`src/rtl/ram_port_arbiter.sv`:
```
// rtl/ram_port_arbiter.sv - two-port round-robin arbiter driving a single-port RAM block
module ram_port_arbiter #(
    parameter int N   = 8,
    parameter int A_N = 7
) (
    input  logic           CLK,
    input  logic           RST_N,
    input  logic           req0,
    input  logic           req1,
    input  logic           we0,
    input  logic           we1,
    input  logic [A_N-1:0] addr0,
    input  logic [A_N-1:0] addr1,
    input  logic [N-1:0]   wdata0,
    input  logic [N-1:0]   wdata1,
    output logic           ack0,
    output logic           ack1,
    output logic [N-1:0]   rdata0,
    output logic [N-1:0]   rdata1,
    output logic           rvalid0,
    output logic           rvalid1,
    output logic [A_N-1:0] ram_addr_r,
    output logic [A_N-1:0] ram_addr_w,
    output logic [N-1:0]   ram_data_i,
    output logic           ram_wr,
    output logic           ram_a_rd,
    output logic           ram_oe,
    input  logic [N-1:0]   ram_data_o
);

    localparam logic [1:0] ST_IDLE    = 2'd0;
    localparam logic [1:0] ST_WRITE   = 2'd1;
    localparam logic [1:0] ST_READ    = 2'd2;
    localparam logic [1:0] ST_CAPTURE = 2'd3;

    logic [1:0]     state;
    logic           last_gnt;
    logic           cur_port;

    logic           req_any;
    logic           win;
    logic           win_we;
    logic [A_N-1:0] win_addr;
    logic [N-1:0]   win_wdata;

    // Pick the winner: a lone requester wins, on a tie the port not served last wins.
    always_comb begin
        req_any   = req0 | req1;
        win       = (req0 & req1) ? ~last_gnt : req1;
        win_we    = win ? we1 : we0;
        win_addr  = win ? addr1 : addr0;
        win_wdata = win ? wdata1 : wdata0;
    end

    // Access sequencer; every RAM pin and handshake output comes straight from a flop.
    always_ff @(posedge CLK or negedge RST_N) begin
        if (!RST_N) begin
            state      <= ST_IDLE;
            last_gnt   <= 1'b1;
            cur_port   <= 1'b0;
            ack0       <= 1'b0;
            ack1       <= 1'b0;
            rvalid0    <= 1'b0;
            rvalid1    <= 1'b0;
            rdata0     <= '0;
            rdata1     <= '0;
            ram_addr_r <= '0;
            ram_addr_w <= '0;
            ram_data_i <= '0;
            ram_wr     <= 1'b0;
            ram_a_rd   <= 1'b0;
            ram_oe     <= 1'b1;
        end else begin
            ram_oe  <= 1'b0;
            ack0    <= 1'b0;
            ack1    <= 1'b0;
            rvalid0 <= 1'b0;
            rvalid1 <= 1'b0;
            case (state)
                ST_IDLE: begin
                    if (req_any) begin
                        last_gnt <= win;
                        cur_port <= win;
                        ack0     <= ~win;
                        ack1     <= win;
                        if (win_we) begin
                            ram_wr     <= 1'b1;
                            ram_addr_w <= win_addr;
                            ram_data_i <= win_wdata;
                            state      <= ST_WRITE;
                        end else begin
                            ram_a_rd   <= 1'b1;
                            ram_addr_r <= win_addr;
                            state      <= ST_READ;
                        end
                    end
                end
                ST_WRITE: begin
                    ram_wr <= 1'b0;
                    state  <= ST_IDLE;
                end
                ST_READ: begin
                    ram_a_rd <= 1'b0;
                    state    <= ST_CAPTURE;
                end
                ST_CAPTURE: begin
                    if (cur_port) begin
                        rdata1  <= ram_data_o;
                        rvalid1 <= 1'b1;
                    end else begin
                        rdata0  <= ram_data_o;
                        rvalid0 <= 1'b1;
                    end
                    state <= ST_IDLE;
                end
                default: begin
                    ram_wr   <= 1'b0;
                    ram_a_rd <= 1'b0;
                    state    <= ST_IDLE;
                end
            endcase
        end
    end

endmodule

```
`config.mk`:
```
export PLATFORM = sky130hd
export DESIGN_NAME = ram_port_arbiter
export DESIGN_NICKNAME = d
export VERILOG_FILES = /design/src/rtl/ram_port_arbiter.sv
export SDC_FILE = /design/constraint.sdc
export NUM_CORES = 1
export LEC_CHECK = 0
export ABC_CLOCK_PERIOD_IN_PS = 2880
export BUFFER_PORTS_ARGS = -buffer_cell sky130_fd_sc_hd__buf_2
export CAP_MARGIN = 30
export CORE_MARGIN = 1.5
export CORE_UTILIZATION = 40
export CTS_CLUSTER_SIZE = 30
export DETAILED_ROUTE_END_ITERATION = 8
export PLACE_DENSITY_LB_ADDON = 0.08
export SYNTH_ARGS = -nofsm -noshare
export SYNTH_HDL_FRONTEND = slang
export SYNTH_SLANG_ARGS = --single-unit
```
`constraint.sdc`:
```
create_clock -name CLK -period 2.88 [get_ports CLK]
set_clock_uncertainty 0.15 [all_clocks]
set_input_delay 0.432 -clock CLK [delete_from_list [all_inputs] [get_ports CLK]]
set_output_delay 0.432 -clock CLK [all_outputs]
set_load 0.03 [all_outputs]
```
==> impl_metrics.json <==
{
  "status": "finished, final reports clean",
  "cts_made_buffers": 5,
  "post-dp-hpwl_mm": 3.54,
  "fin_crit_sh_pct": 68.9,
  "power.density_nw_per_um2": 1220,
  "cts_buffer_depth": 2,
  "rows": 26,
  "core-area_sq_um": 5110,
  "die_area_sq_um": 5720,
  "maxCapViolCount": 0,
  "cts_tree": "done",
  "clk_pin_slew_worst_paths_ps": 90,
  "holdBufCountCts": 1,
  "p_int_uw": 1840,
  "diodes": 0,
  "synth_area_sq_um": 2110,
  "hp-class": "input port to register",
  "fmax_ghz": 0.504,
  "setup_tns_ps": 0,
  "setup_ws_ps": 894,
  "grt_util_all_layers_pct": 17.5,
  "crit_fanout": 22,
  "via_per_inst": 4.86,
  "synth.avg_cell_area_sq_um": 10.6,
  "period_needed_ps": 1990,
  "wl_mm": 4.76,
  "critPathCaptureType": "register",
  "pwr-share-comb_pct": 48.7,
  "first_global_vias": 1633,
  "cp.arrival_ps": 2060,
  "maxSlewViolCount": 0,
  "flow.area_growth_from_synthesis_pct": 29.9,
  "setup_viol": 0,
  "p_sw_uw": 1500,
  "die_h_um": 75.6,
  "htreeDepth": 2,
  "p_total_uw": 3330,
  "cts-root-buf": "clkbuf_8",
  "pre_cts_slack_ps": 783,
  "synthDistinctLibCells": 32,
  "p_sw_share_pct": 44.9,
  "drt-wirelength-per-cell_um": 13.1,
  "finalHoldViolCount": 0,
  "ir_worst_vdd_v": 0.000507,
  "clock_latency_ps": 290,
  "synthCells": 199,
  "cts_setup_buffers": 0,
  "ios": 89,
  "crit_required_ps": 2960,
  "port_buffers": 88,
  "max_slew_margin_pct": 46.4,
  "whs_ps": 188,
  "cts_resized": 0,
  "tightest_slew_ps": 804,
  "start_util_pct": 41.3,
  "clock-sinks": 49,
  "yosysWarningCount": 0,
  "yosysSeqAreaShare_pct": 58.3,
  "nNetsFinal": 335,
  "p_leak_uw": 0.00139,
  "ant_nets": 0,
  "drive_above_1_share_pct": 40.1,
  "fp.dieW_um": 75.6,
  "via_count": 1758,
  "initialDrtViolationCount": 115,
  "grt_max_degree": 23,
  "antenna_found_initial": 0,
  "first_pass_iters": 4,
  "synth-seq-cells": 49,
  "grt_overflow": 0,
  "gp_congestion": 0.724,
  "critical_path_class": "register to register",
  "clock_power_share_pct": 15.0,
  "grt_setup_unrepaired": "false",
  "synth_nets": 243,
  "grt_first_pass_wirelength_mm": 7.54,
  "drc": 0,
  "p_seq_share_pct": 36.3,
  "cp-start-kind": "register"
}
## cell type report
class	instances	area, sq um
sequential	49	1230
fill	481	2370
clock buffer	7	86.3
clock inverter	1	30.0
inverter	3	11.3
multi-input combinational	140	822
timing repair buffer	92	473
tap	70	87.6
## layer usage
| layer | vias up | GRT usage (%) | wire [um] |
|---|---|---|---|
| met5 | - | 0 | 0 |
| met4 | 0 | 5.95 | 65 |
| met3 | 5 | 5.16 | 326 |
| met2 | 58 | 28.8 | 2260 |
| met1 | 821 | 22.3 | 2110 |
| li1 | 874 | - | - |
## synth_stat cells (all sizes together)
library cell  instances  share of area, %
o21a                  1              0.36
dfstp                 2               2.5
nand3                 3              0.71
nand4                 1              0.59
buf                   7               2.2
inv                   2              0.36
nand3b                1              0.36
a21oi                17               4.0
a2bb2oi               1              0.42
nor3                 15               4.3
nor2                 33               6.6
a31oi                 2              0.59
conb                  1              0.18
nand2b                1              0.30
nand2                25               4.5
mux2                  9               5.0
or2b                  1              0.36
o22ai                15               4.5
a21o                  2              0.71
o21ai                 2              0.47
clkinv                1              0.18
mux2i                 8               4.0
a21boi                1              0.89
and2                  1              0.30
dfrtp                47                56
## cells by family (layout without fill, tap and decap cells)
kind of cell,after synthesis,after routing,share of synthesized area [%]
multiplexers,17,17,8.96
AND/OR/NAND/NOR,81,81,17.9
other,1,1,0.178
AO/OA/AOI/OAI,41,41,11.9
buffers and inverters,10,103,2.73
flip-flops,49,49,58.3
## critical path, cell delays in order (launching register included)
cell,delay [ps]
dfrtp_1,460
nor2_4,220
o21a_1,690
o22ai_1,190
nor3_2,200
## sequential cells by signal, indices dropped and copies added (netlist names)
signal	count
ram_data_i	8
ram_addr_r	7
ram_addr_w	7
rdata1	8
ram_oe	1
rvalid1	1
ack0	1
rdata0	8
ack1	1
last_gnt	1
cur_port	1
ram_a_rd	1
state	2
rvalid0	1
ram_wr	1
## path summary, 6_finish.rpt
kind                               start             to  slack (ps)  cells after the start
hold reg to reg                rdata0[2]      rdata0[2]         320                      2
hold / removal             ram_data_o[2]      rdata0[2]         190                      3
min in group asynchronous          RST_N  ram_addr_w[0]         420                      2
setup / recovery                state[1]  ram_data_i[7]         890                      4
setup reg to reg                state[1]  ram_data_i[7]         890                      4
max in group asynchronous          RST_N      rdata0[6]        1590                      3
## power by group through the flow
| stage | logic [uW] | registers (uW) | clock network, uW |
|---|---|---|---|
| 3_5_place_dp | 1640 | 1220 | 0 |
| 2_1_floorplan | 620 | 1770 | 0 |
| 4_1_cts | 1650 | 1210 | 520 |
| 5_1_grt | 1770 | 1250 | 540 |
| 3_3_place_gp | 1620 | 1230 | 0 |
| 6_report | 1620 | 1210 | 499 |
## cell usage in the layout (no fill, tap or decap), drive strengths merged
| cell type | synthesis | final |
|---|---|---|
| buf | 7 | 91 |
| dfrtp | 47 | 47 |
| nor2 | 33 | 33 |
| nand2 | 25 | 25 |
| a21oi | 17 | 17 |
| o22ai | 15 | 15 |
| nor3 | 15 | 15 |
| mux2 | 9 | 9 |
| mux2i | 8 | 8 |
| clkbuf | 0 | 7 |
| nand3 | 3 | 3 |
| inv | 2 | 2 |
| a21o | 2 | 2 |
| a31oi | 2 | 2 |
| dfstp | 2 | 2 |
| o21ai | 2 | 2 |
| nand3b | 1 | 1 |
| clkinv | 1 | 1 |
| a21boi | 1 | 1 |
| and2 | 1 | 1 |
| o21a | 1 | 1 |
| or2b | 1 | 1 |
| nand4 | 1 | 1 |
| a2bb2oi | 1 | 1 |
| nand2b | 1 | 1 |
| bufinv | 0 | 1 |
| dlygate4sd3 | 0 | 1 |
| conb | 1 | 1 |
## metrics by stage
stage	utilization (%)	instance area, sq um	cells
finish	53.6	2740	362
global route	53.6	2740	362
CTS	53.6	2740	362
detailed placement	51.2	2610	353
global placement	51.2	2610	353
floorplan	-	2110	199
Note: power is estimated with default switching activity, not from simulation.
